[src/rtl/mips_pkg.sv]
// Shared MIPS datapath definitions: word width, HI/LO unit op codes and FSM states.
package mips_pkg;
    localparam int WORD_W = 32;

    typedef enum logic [1:0] {
        OP_MULT  = 2'b00,
        OP_MULTU = 2'b01,
        OP_DIV   = 2'b10,
        OP_DIVU  = 2'b11
    } op_e;

    typedef enum logic [1:0] {
        ST_IDLE = 2'b00,
        ST_RUN  = 2'b01,
        ST_FIX  = 2'b10
    } state_e;

    function automatic logic op_is_signed(input op_e op);
        return (op == OP_MULT) || (op == OP_DIV);
    endfunction

    function automatic logic op_is_div(input op_e op);
        return (op == OP_DIV) || (op == OP_DIVU);
    endfunction
endpackage

[src/rtl/mips_negate_cond.sv]
// Conditional two's-complement negate: abs() on operand entry, sign fix-up on results.
module mips_negate_cond #(
    parameter int W = 32
) (
    input  logic [W-1:0] val,
    input  logic         neg,
    output logic [W-1:0] res
);
    assign res = neg ? (W'(0) - val) : val;
endmodule

[src/rtl/mips_muldiv.sv]
// Iterative HI/LO multiply/divide: Start accepted only while idle, result 33 cycles later with a Done pulse.
// Busy covers the whole operation; Start/HiW/LoW are ignored while it is high.
module mips_muldiv
    import mips_pkg::*;
#(
    parameter int WIDTH = WORD_W,
    parameter int ITER  = WIDTH
) (
    input  logic             CLK,
    input  logic             RST,
    input  logic             Start,
    input  logic [1:0]       Op,
    input  logic [WIDTH-1:0] SrcA,
    input  logic [WIDTH-1:0] SrcB,
    input  logic             HiW,
    input  logic             LoW,
    output logic             Busy,
    output logic             Done,
    output logic [WIDTH-1:0] HI,
    output logic [WIDTH-1:0] LO
);
    localparam int CW = $clog2(ITER) + 1;

    state_e               state_q, state_d;
    op_e                  op_q, op_d;
    logic [CW-1:0]        cnt_q, cnt_d;
    logic [2*WIDTH-1:0]   acc_q, acc_d;
    logic [WIDTH-1:0]     b_q, b_d;
    logic                 sa_q, sa_d, sb_q, sb_d;
    logic                 busy_q, busy_d, done_q, done_d;
    logic [WIDTH-1:0]     hi_q, hi_d, lo_q, lo_d;

    logic                 sa_in, sb_in;
    logic [WIDTH-1:0]     abs_a, abs_b;
    logic [WIDTH:0]       mul_sum, div_trial;
    logic [2*WIDTH-1:0]   mul_next, div_next, prod_fix;
    logic [WIDTH-1:0]     quo_fix, rem_fix;

    assign sa_in = op_is_signed(op_e'(Op)) & SrcA[WIDTH-1];
    assign sb_in = op_is_signed(op_e'(Op)) & SrcB[WIDTH-1];

    mips_negate_cond #(.W(WIDTH)) u_abs_a (.val(SrcA), .neg(sa_in), .res(abs_a));
    mips_negate_cond #(.W(WIDTH)) u_abs_b (.val(SrcB), .neg(sb_in), .res(abs_b));

    // Multiply: acc = {partial product, remaining multiplier bits}, shifted right each step.
    assign mul_sum  = {1'b0, acc_q[2*WIDTH-1:WIDTH]} + (acc_q[0] ? {1'b0, b_q} : '0);
    assign mul_next = {mul_sum, acc_q[WIDTH-1:1]};

    // Divide: acc = {remainder, dividend/quotient}; quotient bits shift in at the bottom.
    assign div_trial = {acc_q[2*WIDTH-1:WIDTH], acc_q[WIDTH-1]} - {1'b0, b_q};
    assign div_next  = div_trial[WIDTH] ? {acc_q[2*WIDTH-2:0], 1'b0}
                                        : {div_trial[WIDTH-1:0], acc_q[WIDTH-2:0], 1'b1};

    mips_negate_cond #(.W(2*WIDTH)) u_fix_prod (.val(acc_q), .neg(sa_q ^ sb_q), .res(prod_fix));
    mips_negate_cond #(.W(WIDTH)) u_fix_quo (.val(acc_q[WIDTH-1:0]), .neg(sa_q ^ sb_q), .res(quo_fix));
    mips_negate_cond #(.W(WIDTH)) u_fix_rem (.val(acc_q[2*WIDTH-1:WIDTH]), .neg(sa_q), .res(rem_fix));

    always_comb begin
        state_d = state_q;
        op_d    = op_q;
        cnt_d   = cnt_q;
        acc_d   = acc_q;
        b_d     = b_q;
        sa_d    = sa_q;
        sb_d    = sb_q;
        busy_d  = busy_q;
        done_d  = 1'b0;
        hi_d    = hi_q;
        lo_d    = lo_q;
        case (state_q)
            ST_IDLE: begin
                if (Start) begin
                    state_d = ST_RUN;
                    busy_d  = 1'b1;
                    cnt_d   = '0;
                    op_d    = op_e'(Op);
                    sa_d    = sa_in;
                    sb_d    = sb_in;
                    b_d     = abs_b;
                    acc_d   = {{WIDTH{1'b0}}, abs_a};
                end else begin
                    if (HiW) hi_d = SrcA;
                    if (LoW) lo_d = SrcA;
                end
            end
            ST_RUN: begin
                acc_d = op_is_div(op_q) ? div_next : mul_next;
                cnt_d = cnt_q + 1'b1;
                if (cnt_q == CW'(ITER - 1)) state_d = ST_FIX;
            end
            ST_FIX: begin
                if (!op_is_div(op_q)) begin
                    hi_d = prod_fix[2*WIDTH-1:WIDTH];
                    lo_d = prod_fix[WIDTH-1:0];
                end else begin
                    // A zero divisor leaves the dividend in the remainder; re-signing restores SrcA.
                    hi_d = rem_fix;
                    lo_d = (b_q == '0) ? '1 : quo_fix;
                end
                done_d  = 1'b1;
                busy_d  = 1'b0;
                state_d = ST_IDLE;
            end
            default: begin
                state_d = ST_IDLE;
                busy_d  = 1'b0;
            end
        endcase
    end

    always_ff @(posedge CLK or posedge RST) begin
        if (RST) begin
            state_q <= ST_IDLE;
            op_q    <= OP_MULT;
            cnt_q   <= '0;
            acc_q   <= '0;
            b_q     <= '0;
            sa_q    <= 1'b0;
            sb_q    <= 1'b0;
            busy_q  <= 1'b0;
            done_q  <= 1'b0;
            hi_q    <= '0;
            lo_q    <= '0;
        end else begin
            state_q <= state_d;
            op_q    <= op_d;
            cnt_q   <= cnt_d;
            acc_q   <= acc_d;
            b_q     <= b_d;
            sa_q    <= sa_d;
            sb_q    <= sb_d;
            busy_q  <= busy_d;
            done_q  <= done_d;
            hi_q    <= hi_d;
            lo_q    <= lo_d;
        end
    end

    assign Busy = busy_q;
    assign Done = done_q;
    assign HI   = hi_q;
    assign LO   = lo_q;
endmodule

[config.mk]
export PLATFORM = sky130hd
export DESIGN_NAME = mips_muldiv
export DESIGN_NICKNAME = d
export VERILOG_FILES = /design/src/rtl/mips_pkg.sv /design/src/rtl/mips_negate_cond.sv /design/src/rtl/mips_muldiv.sv
export SDC_FILE = /design/constraint.sdc
export NUM_CORES = 1
export LEC_CHECK = 0
export BUFFER_PORTS_ARGS = -buffer_cell sky130_fd_sc_hd__buf_2
export CORE_ASPECT_RATIO = 1.5
export CORE_MARGIN = 3
export CORE_UTILIZATION = 60
export CTS_CLUSTER_SIZE = 30
export DETAILED_ROUTE_END_ITERATION = 10
export PLACE_DENSITY = 0.86
export SLEW_MARGIN = 20
export SYNTH_ARGS = -nofsm -noshare
export SYNTH_HDL_FRONTEND = slang
export SYNTH_SLANG_ARGS = --single-unit
[constraint.sdc]
create_clock -name CLK -period 15.7 [get_ports CLK]
set_clock_uncertainty 0.2 [all_clocks]
set_input_delay 2.355 -clock CLK [delete_from_list [all_inputs] [get_ports CLK]]
set_output_delay 2.355 -clock CLK [all_outputs]
set_load 0.01 [all_outputs]
* After elaboration in Yosys (flattened, before gate mapping) *
Cells that the tools add are included.
W data, S select, Z words.

word-level totals
  register bits after elaboration = 174
  input bits = 71
  output and inout port bits = 66

cells by class
  add/sub/neg operators = 8
  equal/unequal tests = 11
  mux-type cells = 27
  bitwise gates (word level) = 4
  reduce and logical (&&, ||, !) cells = 13

operators with widths
  kind                     number
  $mux W32                 12
  $mux W64                 4
  $pmux W32 S2             2
  $pmux W64 S2             1
  $sub A1 B32 Y32 const A  4
  $sub A1 B64 Y64 const A  1
  $add A32 B32 Y33         1
  $sub A33 B32 Y33         1
  $logic_not A32 Y1        1
  $pmux W6 S2              1
  $ne A2 B2 Y1 const B     5
  $eq A2 B2 Y1 const B     4
  $reduce_and A2 Y1        4
  $add A6 B1 Y6 const B    1
  $eq A6 B5 Y1 const B     1
  $mux W6                  1
  $reduce_and A3 Y1        2
  $logic_not A2 Y1         2
  $mux W2                  2
  $pmux W2 S2              1
  $reduce_bool A2 Y1       2
  $and A1 B1 Y1            2
  $eq A2 B1 Y1 const B     1
  $logic_or A1 B1 Y1       2
  4 further kinds          5

* Logic depth before layout (Yosys ltp) *
  depth in word-level cells = 6
  mapped depth = 14
  mapped depth without buffers = 13

* Hierarchy *
Synthesis repeated with hierarchy kept, for this count alone.

second synthesis, totals
  cell total of the unflattened synthesis = 2136
  area, all modules = 16828.6 µm²

modules (own cells, without submodules)
  module                           instances  cells each  area each (µm²)  seq. area each (µm²)
  mips_muldiv                      1          1506        12306.8          4329.2
  mips_negate_cond at u_abs_a ...  4          108         767.0            0.0
  mips_negate_cond at u_fix_prod   1          198         1453.9           0.0

* Least setup slack after synthesis *
Ideal clock, no wire load.

  path kind = input to register
  start = in SrcB[8]
  end = reg b_q[29]
  setup time = 0.133 ns
  data arrival time = 4.528 ns
  data required time = 15.367 ns
  path slack = 10.839 ns
  stages on the path = 9
  buffers on the path = 0
  cell sequence = or4_1 nor4_1 nand2_1 nor3_1 nand3_1 or2_2 o41ai_1 xor2_1 o21ai_0

on the way
  cells in the longest elaborated chain, start to end = 2

RTL lines
  element               RTL line               source
  start, declared       mips_muldiv.sv:14      input logic [WIDTH-1:0] SrcB,
  $sub A1 B32 Y32       mips_negate_cond.sv:9  assign res = neg ? (W'(0) - val) : val;
  $mux W32              mips_negate_cond.sv:9
  end signal, assigned  mips_muldiv.sv:117     b_q <= '0;
  end signal, assigned  mips_muldiv.sv:129     b_q <= b_d;
  end, declared         mips_muldiv.sv:28      logic [WIDTH-1:0] b_q, b_d;

No other way between the ends.
A chain may end at the register's enable or synchronous reset.

* Final worst setup path *
  start = in SrcA[7]
  end = reg acc_q[27]

on the way
  cells in the longest elaborated chain, start to end = 4

RTL lines
  element               RTL line               source
  start, declared       mips_muldiv.sv:13      input logic [WIDTH-1:0] SrcA,
  $sub A1 B32 Y32       mips_negate_cond.sv:9
  $mux W32              mips_negate_cond.sv:9
  $mux W64              mips_muldiv.sv:72      if (Start) begin
  $pmux W64 S2          mips_muldiv.sv:70      case (state_q)
  end signal, assigned  mips_muldiv.sv:116     acc_q <= '0;
  end signal, assigned  mips_muldiv.sv:128     acc_q <= acc_d;
  end, declared         mips_muldiv.sv:27      logic [2*WIDTH-1:0] acc_q, acc_d;

No other way between the ends. The select of a mux whose other input is x is not followed.

==> impl_results.md <==
* Vias in the first global route at 13,976
* Syn avg cell area at 8.11 µm²
* Post-route design area at 15,700 µm²
* Worst setup EP type: flop
* Share of cells above drive strength 1 at 0.124
* Sw Ratio at 0.490
* Sequential element share of the synthesized area at 0.303
* Rows at 68
* Initial core utilization at 0.616
* Fin. max-slew vios at 0
* Cts hold-fix bufs at 0
* Num Clock Sinks at 173
* Main synth FF type: dfrtp_1
* Synth Register Bits at 173
* Post-Synthesis Cell Area at 14,300 µm²
* VDD IR-drop max at 114 µV
* NumNets Final at 1,974
* Post-CTS setup buffer count at 0
* Port bufs at 136
* Clk root buf: clkbuf_16
* First DRT Iteration DRCs at 1,331
* Final setup viols at 0
* Largest net degree at the start of global routing at 104
* ANT nets after route at 0
* Leading area contributor after synthesis: dfrtp_1
* Hold Fails Final Rpt at 0
* Gr usage total at 0.330
* Outcome: finished, final reports clean
* Final WL at 43,400 µm
* WP data required at 15.80 ns
* Die height at 195 µm
* Maximum clock path buffer count at 2
* Final GP Congestion at 0.969
* RSZ-0062 raised after global routing: no
* Diode count at 0
* Syn_nets at 1,906
* DIE WIDTH at 132 µm
* DP HPWL at 31,600 µm
* Core Area at 23,200 µm²
* H-tree depth at 4
* Setup WS pre-CTS at 10.17 ns
* Hold_sp: cnt_q[5]$_DFFE_PP0P_
* DR vias at 14,142
* Critical path arrival at 5.32 ns
* Pwr dens at 209 nW/µm²
* Dpl cell area at 15,200 µm²
* EDFF count, synth at 0
* Synth top area cells: dfrtp_1 (30%), xnor2_1 (6.4%), ha_1 (6.0%)
* Min cycle time layout at 5.22 ns
* Clock power frac at 0.128
* I/O pins at 137
* Yosys top cell area share at 0.303
* Crit path from: SrcA[7]
* CTS tree: yes
* Slew margin rel. at 0.251
* Net Switching at 1.61 mW
* FFs w/ async S/R, synth at 1.00
* Max_cap viols at 0
* Drt via density at 6.55
* Non-filler instance count after layout at 2,159
* CTS Buf Count at 17
* Synth unique cells at 73
* DR WL/cell at 20.1 µm
* Post-Place Cells at 2,128
* Die Footprint at 25,800 µm²
* Fmax at 192 MHz
* Remaining DRCs at 0
* Worst r2r src: acc_q[0]$_DFFE_PP0P_
* CP max FO at 6
* Setup TNS Final at 0 ns
* Clock Latency Late Sink at 0.46 ns
* Comb pwr share at 0.613
* Congestion Overflow GR at 0
* Slew @ Worst Pin at 1.12 ns
* Area delta synth->final at 10.0%
* Worst min path class: reg2reg
* Leakage at 6.86 nW
* Quantity of gates resized following cts at 0
* Period utilisation layout at 0.332
* First-pass GRT wire length at 69,400 µm
* Fillers at 1,896
* Setup ws final at 10.48 ns
* Int Power at 1.68 mW
* Cells after Synth at 1,764
* Crit start category: input pin
* DRT Pass-1 Iters at 9
* CP Class: in2reg
* YS warnings at 0
* Reg power frac at 0.259
* Register clock-pin slew on the reported worst setup and hold paths at 0.07 ns
* Antenna violations before repair at 0
-- power groups by stage --
stage               clock, mW  sequential (mW)  combinational (mW)
finish                  0.421            0.851                2.01
floorplan                   0            0.776                1.52
detailed placement          0            0.847                1.97
global placement            0            0.841                1.92
CTS                     0.420            0.841                1.98
global route            0.439            0.870                2.21
-- critical path: stages --
cell and delay, ns:
buf_2 0.14, or4_1 0.64, nor4_1 0.42, nor3b_1 0.73, nand2_1 0.18, nor3_1 0.36
nor2_1 0.10, xor2_1 0.18, nor2_1 0.11, o22ai_1 0.10
-- Yosys cell counts, types with 11 or more instances --
master and count:
a211oi_1 20, o31ai_1 17, o211ai_1 33, a21oi_1 169, nand3_1 16, xor2_1 56, nor2_1 144, nor4_1 24
inv_1 66, xnor2_1 104, nor2b_1 15, and3_1 20, a22oi_1 13, or3_1 19, o21ai_0 167, nand4_1 14
dfrtp_1 173, and2_1 15, nand2_1 161, clkbuf_1 92, a221o_1 33, nand2b_1 22, a21o_1 24, a31oi_1 22
mux2_2 11, nor3_1 34, ha_1 69, mux2i_1 70
-- registers in the layout, summed over array words and instances, names as in the netlist --
| signal | count |
|---|---|
| Busy | 1 |
| Done | 1 |
| HI | 32 |
| LO | 32 |
| acc_q | 64 |
| b_q | 32 |
| cnt_q | 6 |
| op_q | 1 |
| sa_q | 1 |
| sb_q | 1 |
| state_q | 2 |
-- path summary, 6_finish.rpt --
kind,to,slack (ns),cells past startpoint
min in group asynchronous,acc_q[10]$_DFFE_PP0P_,1.90,2
min reg2reg,cnt_q[5]$_DFFE_PP0P_,0.27,1
max,acc_q[27]$_DFFE_PP0P_,10.48,10
max reg2reg,acc_q[60]$_DFFE_PP0P_,10.91,12
min,cnt_q[5]$_DFFE_PP0P_,0.27,1
max in group asynchronous,b_q[30]$_DFFE_PP0P_,11.89,3
-- layout make-up --
| type | count | area [µm²] | share of cell area |
|---|---|---|---|
| Inverter | 67 | 256 | 0.0163 |
| Tap cell | 315 | 394 | 0.0250 |
| Multi-Input combinational cell | 1419 | 9380 | 0.596 |
| Sequential cell | 173 | 4330 | 0.275 |
| Timing Repair Buffer | 154 | 816 | 0.0518 |
| Clock inverter | 11 | 109 | 0.00692 |
| Clock buffer | 20 | 457 | 0.0290 |
-- logic make-up after synthesis --
| family | count (synthesis) | share of synthesized area |
|---|---|---|
| AO/OA/AOI/OAI | 591 | 0.261 |
| multiplexers | 81 | 0.0577 |
| adder cells (fa/ha/maj) | 71 | 0.0632 |
| buffers and inverters | 172 | 0.0459 |
| XOR/XNOR | 160 | 0.0980 |
| flip-flops | 173 | 0.303 |
| AND/OR/NAND/NOR | 516 | 0.171 |
-- per-layer routing --
layer  GRT usage  vias up  part of all wire
met2       0.589      700              0.51
met4       0.196        0             0.057
met5           0        -                 0
met1       0.369     6657              0.37
li1            -     6570                 -
met3      0.0534      215             0.071
-- per-stage QoR --
step | hold WS (ns) | power, mW | util
finish | 0.268 | 3.29 | 0.678
global route | 0.312 | 3.52 | 0.678
CTS | 0.268 | 3.24 | 0.677
detailed placement | 0.259 | 2.81 | 0.653
global placement | 0.251 | 2.77 | 0.653
floorplan | 0.239 | 2.30 | -
-- cells in the final DEF, fill, tap and decap left out, types with 20 or more instances in the layout --
cell	netlist	routed
buf_2	3	136
nand2_1	161	160
a21oi_1	169	169
nor2_1	144	143
ha_1	69	69
o21ai_0	167	167
nor4_1	24	24
dfrtp_1	173	172
inv_1	66	64
a31oi_1	22	22
mux2i_1	70	70
xnor2_1	104	102
xor2_1	56	54
a211oi_1	20	20
a221o_1	33	33
nor3_1	34	34
a21o_1	24	24
nand2b_1	22	20
o211ai_1	33	33
and3_1	20	20
No activity file was read; power rests on OpenSTA's default activity.
